==> config.mk <==
export PLATFORM = sky130hd
export DESIGN_NAME = mem_port_arbiter
export DESIGN_NICKNAME = d
export VERILOG_FILES = /design/src/rtl/mem_arb_pkg.sv /design/src/rtl/mem_arb_pick.sv /design/src/rtl/mem_port_arbiter.sv
export SDC_FILE = /design/constraint.sdc
export NUM_CORES = 1
export LEC_CHECK = 0
export BUFFER_PORTS_ARGS = -buffer_cell sky130_fd_sc_hd__buf_2
export CORE_ASPECT_RATIO = 1.5
export CORE_MARGIN = 3
export CORE_UTILIZATION = 50
export DETAILED_ROUTE_END_ITERATION = 8
export PLACE_DENSITY = 0.89
export REMOVE_ABC_BUFFERS = 1
export SETUP_SLACK_MARGIN = 0.2
export SLEW_MARGIN = 20
export SYNTH_ARGS = -nofsm -noshare
export SYNTH_HDL_FRONTEND = slang
export SYNTH_HIERARCHICAL = 1
export SYNTH_SLANG_ARGS = --single-unit
==> constraint.sdc <==
create_clock -name clk -period 3.15 [get_ports clk]
set_clock_uncertainty 0.15 [all_clocks]
set_input_delay 0.315 -clock clk [delete_from_list [all_inputs] [get_ports clk]]
set_output_delay 0.315 -clock clk [all_outputs]
set_load 0.02 [all_outputs]
==> src/rtl/mem_arb_pkg.sv <==
// mem_arb_pkg
// Shared definitions for the unified-memory port arbiter:
//   - state_t     : sequencer states ST_IDLE, ST_ACCESS, ST_RESP
//   - GNT_IF/GNT_D: encoding of the grant bit (which requester owns the access)
//   - WAIT_W      : width of the wait-state counter (supports 0..15 wait states)
//   - CNT_ZERO/CNT_ONE : counter comparison constants
package mem_arb_pkg;

  localparam int WAIT_W = 4;

  typedef enum logic [1:0] {
    ST_IDLE   = 2'd0,
    ST_ACCESS = 2'd1,
    ST_RESP   = 2'd2
  } state_t;

  localparam logic GNT_IF = 1'b0;
  localparam logic GNT_D  = 1'b1;

  localparam logic [WAIT_W-1:0] CNT_ZERO = 4'd0;
  localparam logic [WAIT_W-1:0] CNT_ONE  = 4'd1;

endpackage

==> src/rtl/mem_arb_pick.sv <==
// mem_arb_pick
// Combinational winner selection between the instruction-fetch and data ports.
// Optional feature macro: MEM_ARB_RR_EN
//   defined   : round robin; on a tie the requester not granted last wins
//   undefined : fixed priority; the data port always beats instruction fetch
// Ports:
//   i_if_req     - instruction fetch request
//   i_d_req      - data request
//   i_last_grant - most recent winner (GNT_IF/GNT_D), only used in round robin
//   o_grant      - selected winner (GNT_IF/GNT_D); meaningful only when a req is high
module mem_arb_pick
  import mem_arb_pkg::*;
(
  input  logic i_if_req,
  input  logic i_d_req,
  input  logic i_last_grant,
  output logic o_grant
);

`ifdef MEM_ARB_RR_EN
  // Tie goes to whichever port was not served last; a lone requester wins outright.
  always_comb begin
    o_grant = GNT_IF;
    if (i_if_req && i_d_req) begin
      o_grant = (i_last_grant == GNT_IF) ? GNT_D : GNT_IF;
    end else if (i_d_req) begin
      o_grant = GNT_D;
    end else begin
      o_grant = GNT_IF;
    end
  end
`else
  // Fixed priority has no history, so the last-grant input is deliberately ignored.
  logic w_unused_last_grant;
  assign w_unused_last_grant = i_last_grant;

  // Data port first, instruction fetch otherwise.
  always_comb begin
    o_grant = GNT_IF;
    if (i_d_req) begin
      o_grant = GNT_D;
    end else if (i_if_req) begin
      o_grant = GNT_IF;
    end else begin
      o_grant = GNT_IF;
    end
  end
`endif

endmodule

==> src/rtl/mem_port_arbiter.sv <==
// mem_port_arbiter
// Shares one unified instruction/data memory between the instruction-fetch
// port (IF) and the load/store port (D). A winner is latched in IDLE, the
// memory is driven for WAIT_CYCLES+1 ACCESS cycles, then a one-cycle ack is
// returned in RESP together with a registered read word.
// Optional feature macro: MEM_ARB_RR_EN (round-robin arbitration; default is
// fixed priority with D over IF).
// Ports:
//   clk, reset           - clock, synchronous active-high reset
//   if_req/if_addr       - fetch request and byte address; if_ack/if_rdata response
//   d_req/d_we/d_addr/d_wdata - data request; d_ack/d_rdata response
//   mem_addr/mem_wdata/mem_read/mem_write - memory controls (registered)
//   mem_rdata            - combinational read data from the memory
//   busy                 - high whenever the sequencer is not in IDLE
module mem_port_arbiter
  import mem_arb_pkg::*;
#(
  parameter int ADDR_W      = 32,
  parameter int DATA_W      = 32,
  parameter int WAIT_CYCLES = 0
) (
  input  logic              clk,
  input  logic              reset,
  input  logic              if_req,
  input  logic [ADDR_W-1:0] if_addr,
  output logic              if_ack,
  output logic [DATA_W-1:0] if_rdata,
  input  logic              d_req,
  input  logic              d_we,
  input  logic [ADDR_W-1:0] d_addr,
  input  logic [DATA_W-1:0] d_wdata,
  output logic              d_ack,
  output logic [DATA_W-1:0] d_rdata,
  output logic [ADDR_W-1:0] mem_addr,
  output logic [DATA_W-1:0] mem_wdata,
  output logic              mem_read,
  output logic              mem_write,
  input  logic [DATA_W-1:0] mem_rdata,
  output logic              busy
);

  localparam logic [WAIT_W-1:0] WAIT_INIT = WAIT_CYCLES[WAIT_W-1:0];

  state_t            r_state;
  logic [WAIT_W-1:0] r_cnt;
  logic              r_grant;
  logic              r_we;
  logic [ADDR_W-1:0] r_addr;
  logic [DATA_W-1:0] r_wdata;
  logic [DATA_W-1:0] r_if_rdata;
  logic [DATA_W-1:0] r_d_rdata;
  logic              r_if_ack;
  logic              r_d_ack;
  logic              r_mem_read;
  logic              r_mem_write;
  logic              r_busy;

  logic              w_any_req;
  logic              w_grant;
  logic              w_grant_we;
  logic              w_last_grant;

  assign w_any_req  = if_req | d_req;
  assign w_grant_we = (w_grant == GNT_D) & d_we;

`ifdef MEM_ARB_RR_EN
  logic r_last_grant;

  // Remember every winner so the next tie goes to the other port.
  always_ff @(posedge clk) begin
    if (reset) begin
      r_last_grant <= GNT_IF;
    end else if ((r_state == ST_IDLE) && w_any_req) begin
      r_last_grant <= w_grant;
    end else begin
      r_last_grant <= r_last_grant;
    end
  end

  assign w_last_grant = r_last_grant;
`else
  assign w_last_grant = GNT_IF;
`endif

  mem_arb_pick u_pick (
    .i_if_req     (if_req),
    .i_d_req      (d_req),
    .i_last_grant (w_last_grant),
    .o_grant      (w_grant)
  );

  // Sequencer: latch the winner in IDLE, drive memory in ACCESS, ack in RESP.
  // Memory controls are computed one cycle ahead so they are registered.
  always_ff @(posedge clk) begin
    if (reset) begin
      r_state     <= ST_IDLE;
      r_cnt       <= CNT_ZERO;
      r_grant     <= GNT_IF;
      r_we        <= 1'b0;
      r_addr      <= {ADDR_W{1'b0}};
      r_wdata     <= {DATA_W{1'b0}};
      r_if_rdata  <= {DATA_W{1'b0}};
      r_d_rdata   <= {DATA_W{1'b0}};
      r_if_ack    <= 1'b0;
      r_d_ack     <= 1'b0;
      r_mem_read  <= 1'b0;
      r_mem_write <= 1'b0;
      r_busy      <= 1'b0;
    end else begin
      r_if_ack <= 1'b0;
      r_d_ack  <= 1'b0;
      case (r_state)
        ST_IDLE: begin
          if (w_any_req) begin
            r_state     <= ST_ACCESS;
            r_busy      <= 1'b1;
            r_grant     <= w_grant;
            r_we        <= w_grant_we;
            r_addr      <= (w_grant == GNT_D) ? d_addr : if_addr;
            r_wdata     <= d_wdata;
            r_cnt       <= WAIT_INIT;
            r_mem_read  <= ~w_grant_we;
            // With no wait states the single ACCESS cycle is also the write cycle.
            r_mem_write <= w_grant_we & (WAIT_INIT == CNT_ZERO);
          end else begin
            r_state     <= ST_IDLE;
            r_busy      <= 1'b0;
            r_mem_read  <= 1'b0;
            r_mem_write <= 1'b0;
          end
        end
        ST_ACCESS: begin
          if (r_cnt == CNT_ZERO) begin
            r_state     <= ST_RESP;
            r_mem_read  <= 1'b0;
            r_mem_write <= 1'b0;
            if (r_grant == GNT_IF) begin
              r_if_ack   <= 1'b1;
              r_if_rdata <= mem_rdata;
            end else begin
              r_d_ack <= 1'b1;
              // Stores leave the load result register untouched.
              if (!r_we) begin
                r_d_rdata <= mem_rdata;
              end else begin
                r_d_rdata <= r_d_rdata;
              end
            end
          end else begin
            r_cnt       <= r_cnt - CNT_ONE;
            // Assert write only for the last ACCESS cycle (counter reaching zero).
            r_mem_write <= r_we & (r_cnt == CNT_ONE);
          end
        end
        ST_RESP: begin
          r_state <= ST_IDLE;
          r_busy  <= 1'b0;
        end
        default: begin
          r_state     <= ST_IDLE;
          r_busy      <= 1'b0;
          r_mem_read  <= 1'b0;
          r_mem_write <= 1'b0;
        end
      endcase
    end
  end

  assign if_ack    = r_if_ack;
  assign d_ack     = r_d_ack;
  assign if_rdata  = r_if_rdata;
  assign d_rdata   = r_d_rdata;
  assign mem_addr  = r_addr;
  assign mem_wdata = r_wdata;
  assign mem_read  = r_mem_read;
  assign mem_write = r_mem_write;
  assign busy      = r_busy;

endmodule

# After elaboration in Yosys (flattened, before gate mapping)
# Cells that the tools add are included.
[totals]
ff_bits = 141
in_bits = 133
output_inout_bits = 133
elab_cells = 56
[op_classes]
addsub = 1
eq_ne = 6
mux = 18
bitwise = 9
n_reduce_logical = 9
[ops]
columns = ["operator", "n"]
rows = [
  ["2-to-1 mux 32 bit", 1],
  ["2-to-1 mux 1 bit", 9],
  ["2-to-1 mux 4 bit", 2],
  ["one-hot mux 4 bit (2 select lines)", 1],
  ["inequality test 2 bit, second input constant", 3],
  ["inverter 1 bit", 6],
  ["one-hot mux 1 bit (3 select lines)", 2],
  ["AND reduction 3 bit", 2],
  ["equality test 4 x 1 -> 1 bit, second input constant", 1],
  ["zero test 4 bit", 1],
  ["one-hot mux 2 bit (2 select lines)", 1],
  ["AND reduction 2 bit", 2],
  ["AND reduction 4 bit", 1],
  ["subtractor 4 x 1 -> 4 bit, second input constant", 1],
  ["OR reduction 3 bit", 1],
  ["AND 1 bit", 2],
  ["equality test 2 x 1 -> 1 bit, second input constant", 1],
  ["equality test 2 bit, second input constant", 1],
  ["zero test 2 bit", 1],
  ["2-to-1 mux 2 bit", 1],
  ["one-hot mux 1 bit (2 select lines)", 1],
  ["nonzero test 2 bit", 1],
  ["bitwise OR 1 bit", 1],
]

# Depth between registers and ports, before layout
[logic_depth]
ltp_word = 5
depth_mapped = 7
ltp_nobuf = 5

# Cells and area by module
# The synthesis kept the hierarchy.
[by_module_without_submodules]
columns = ["module", "n_inst", "cells_per_inst", "area_each_um2", "seq_area_each_um2"]
rows = [
  ["mem_port_arbiter", 1, 651, 5720.5, 2822.7],
  ["mem_arb_pick", 1, 1, 7.5, 0.0],
]

# Worst setup path before layout
# Ideal clock, no wire load.
[synth_timing]
path_kind = "register -> register"
from = "reg r_cnt[0]"
to = "reg r_d_rdata[10] (netlist: d_rdata[10])"
setup_ns = 0.120
arrival_time_ns = 1.757
required_time_ns = 2.880
setup_slack_ns = 1.123
stages_incl_launch_ff = 8
path_buffers = 2
period_less_slack_ns = 2.027
path_cell_list = "dfxtp_1 inv_1 ha_1 or3b_1 or4_1 buf_2 buf_6 mux2i_1"
[synth_via]
elab_chain_len = 2
[synth_lines]
columns = ["item", "line", "text"]
rows = [
  ["from (decl)", "mem_port_arbiter.sv:45", "logic [WAIT_W-1:0] r_cnt;"],
  ["from (signal assigned)", "mem_port_arbiter.sv:150", "r_cnt <= r_cnt - CNT_ONE;"],
  ["zero test 4 bit", "mem_port_arbiter.sv:133", "if (r_cnt == CNT_ZERO) begin"],
  ["AND reduction 4 bit (no line)", "-", ""],
  ["to (signal assigned)", "mem_port_arbiter.sv:103", "r_d_rdata <= {DATA_W{1'b0}};"],
  ["to (signal assigned)", "mem_port_arbiter.sv:144", "r_d_rdata <= mem_rdata;"],
  ["to (signal assigned)", "mem_port_arbiter.sv:146", "r_d_rdata <= r_d_rdata;"],
  ["to (decl)", "mem_port_arbiter.sv:51", "logic [DATA_W-1:0] r_d_rdata;"],
]
# Every way passes these cells.
# A chain may end at the register's enable or synchronous reset.

# Worst setup path in the final report
[layout_timing]
from = "reg r_cnt[0]"
to = "reg r_d_rdata[5] (netlist: d_rdata[5])"
# Same word-level chain as after synthesis.

==> flow_summary.toml <==
[detailed_routing]
drt-total-wl_um = 17300
drc = 0
dr.first_iter.drc_count = 295
via_count = 5931
post_drt_wl_per_cell_um = 16.4
vias_per_cell = 5.65
drt.antenna.violating_nets = 0
drtPass1Iterations = 5

[clocking]
cts.path.max_buffers = 2
cts_sinks = 141
path_clk_slew_ns = 0.06
clk_latency_ns = 0.40
htreeDepth = 4
cts_tree = "yes"
clockRootBuffer = "clkbuf_16"
cts-buffers-inserted = 17

[power]
irDropWorstVdd_uv = 449
total_power_mw = 4.88
total_leakage_power_nw = 3.78
power_density_mw_per_mm2 = 626

[cells_and_area]
drive_above_1_share = 0.356
stdcell_count = 1049
final_nets = 1024
area_delta_synth_final_pct = 36.2
n_antenna_cell = 0

[floorplan]
start_util = 0.515
io-pin-count = 266
die_w_um = 93.4
rows = 47
fp.dieH_um = 137
core-area_sq_mm = 0.0111
dieArea_sq_mm = 0.0128

[global_route]
grt_pass1_wl_um = 26500
grt_max_degree = 68
track_usage = 0.258
antenna_found_initial = 0
gr-total-overflow = 0
grt_pass1_vias = 5622

[worst_setup_path]
critPathRequiredTime_ns = 3.27
path_delay_family = "simple AND/OR/NAND/NOR gates"
worstSetupPathType = "flop to flop"
critPathMaxFanout = 32
endpoint_kind = "flop"
slowest_delay_ns = 0.60
slowest_stage = "or4_2"
crit_arrival_ns = 2.50
startpoint_type = "flop"
crit_chain = "inv_1 -> ha_1 -> or3b_1 -> or4_2 -> buf_4 -> mux2i_1"
path_buf_inv = 2

[sta]
relSlewSlack = 0.303
max_freq_ghz = 0.420
fin_hold_ws_ns = 0.0143
hold_viol = 0
post-route-min-period_ns = 2.38
rsz0062_at_grt = "no"
worst_slew_pin_slew_ns = 1.05
fin_ws_ns = 0.768
maxSlewViolCount = 0
finalSetupViolations = 0
min_period_over_period = 0.756

[synthesis]
syn-cell-area_sq_mm = 0.00572
syn_area_per_cell_sq_um = 8.79
ys_warn_count = 6
synth_cells = 651

[run]
drv_cap = 0

[worst_hold_path]
hold_class = "input port to flop"

[placement]
dp_slack_ns = 0.809
io_buffers = 265
hpwl_um = 11500
dp.cells = 1009
gp_congestion = 0.771

[run_status]
run_status = "finished clean"
==> area by class of cell <==
class	count	area [sq um]
Sequential cell	141	2820
Fill cell	892	3320
Clock inverter	14	184
Inverter	5	18.8
Clock buffer	18	429
Timing Repair Buffer	290	1550
Multi-Input combinational cell	434	2610
Tap cell	147	184
==> metal layers <==
layer	vias up	global-route usage	part of all wire
met1	2752	0.287	0.37
met5	-	0	0
met4	0	0.100	0.020
met3	31	0.0682	0.088
li1	2828	-	-
met2	320	0.463	0.52
==> through the flow <==
| step | setup TNS (ns) | utilization | area [sq um] |
|---|---|---|---|
| global placement | 0 | 0.639 | 7100 |
| detailed placement | 0 | 0.639 | 7100 |
| floorplan | -0.449 | - | 5430 |
| finish | 0 | 0.701 | 7790 |
| global route | 0 | 0.701 | 7790 |
| CTS | 0 | 0.701 | 7790 |
==> state kept, by name (all words and copies together) (netlist names) <==
name and flops:
busy 1, d_ack 1, d_rdata 32, if_ack 1
if_rdata 32, mem_addr 32, mem_read 1, mem_wdata 32
mem_write 1, r_cnt 4, r_grant 1, r_state 2
r_we 1
==> layout by cell type (no fill, tap or decap), types with 2 or more instances in the layout <==
cell and count:
dlygate4sd3_1 8, ha_1 2, or4_1 2, nor2_2 2, mux2i_1 64, clkinv_4 2, buf_4 17, clkinvlp_4 4
clkbuf_16 17, buf_2 264, nand3_1 36, o221ai_1 2, a211oi_1 34, or3b_1 2, inv_1 3, nand4_1 32
inv_6 4, a21oi_1 103, nor3_1 2, nand2_1 70, or3_1 3, dfxtp_1 141, o21ai_0 59, o21ai_1 9
bufinv_16 3
==> timing repair <==
item / 4_1_cts / 5_1_grt
resized for setup: 0 / 0
hold buffers: 8 / 0
setup buffers: 0 / 0
endpoints found under the hold margin: 8 / 0
==> final timing paths <==
path	startpoint	to	slack, ns	depth (start not counted)
min reg2reg	busy	busy	0.30	2
min	d_wdata[29]	mem_wdata[29]	0.01	3
max	r_cnt[0]	d_rdata[5]	0.77	6
max reg2reg	r_cnt[0]	d_rdata[5]	0.77	6
==> where the power goes <==
part | switching, mW | total, mW | internal (mW)
combinational | 0.524 | 0.822 | 0.298
sequential | 0.0651 | 1.98 | 1.91
clock | 0.815 | 2.08 | 1.26
==> worst reg2reg max path, delay by kind of cell (launching register included) <==
family,cells,cell delay [ns]
fa+ha+maj,1,0.17
simple gates,2,0.96
flops,1,0.34
mux,1,0.22
buf+inv,2,0.40
Power figures use the tool's default switching activity.
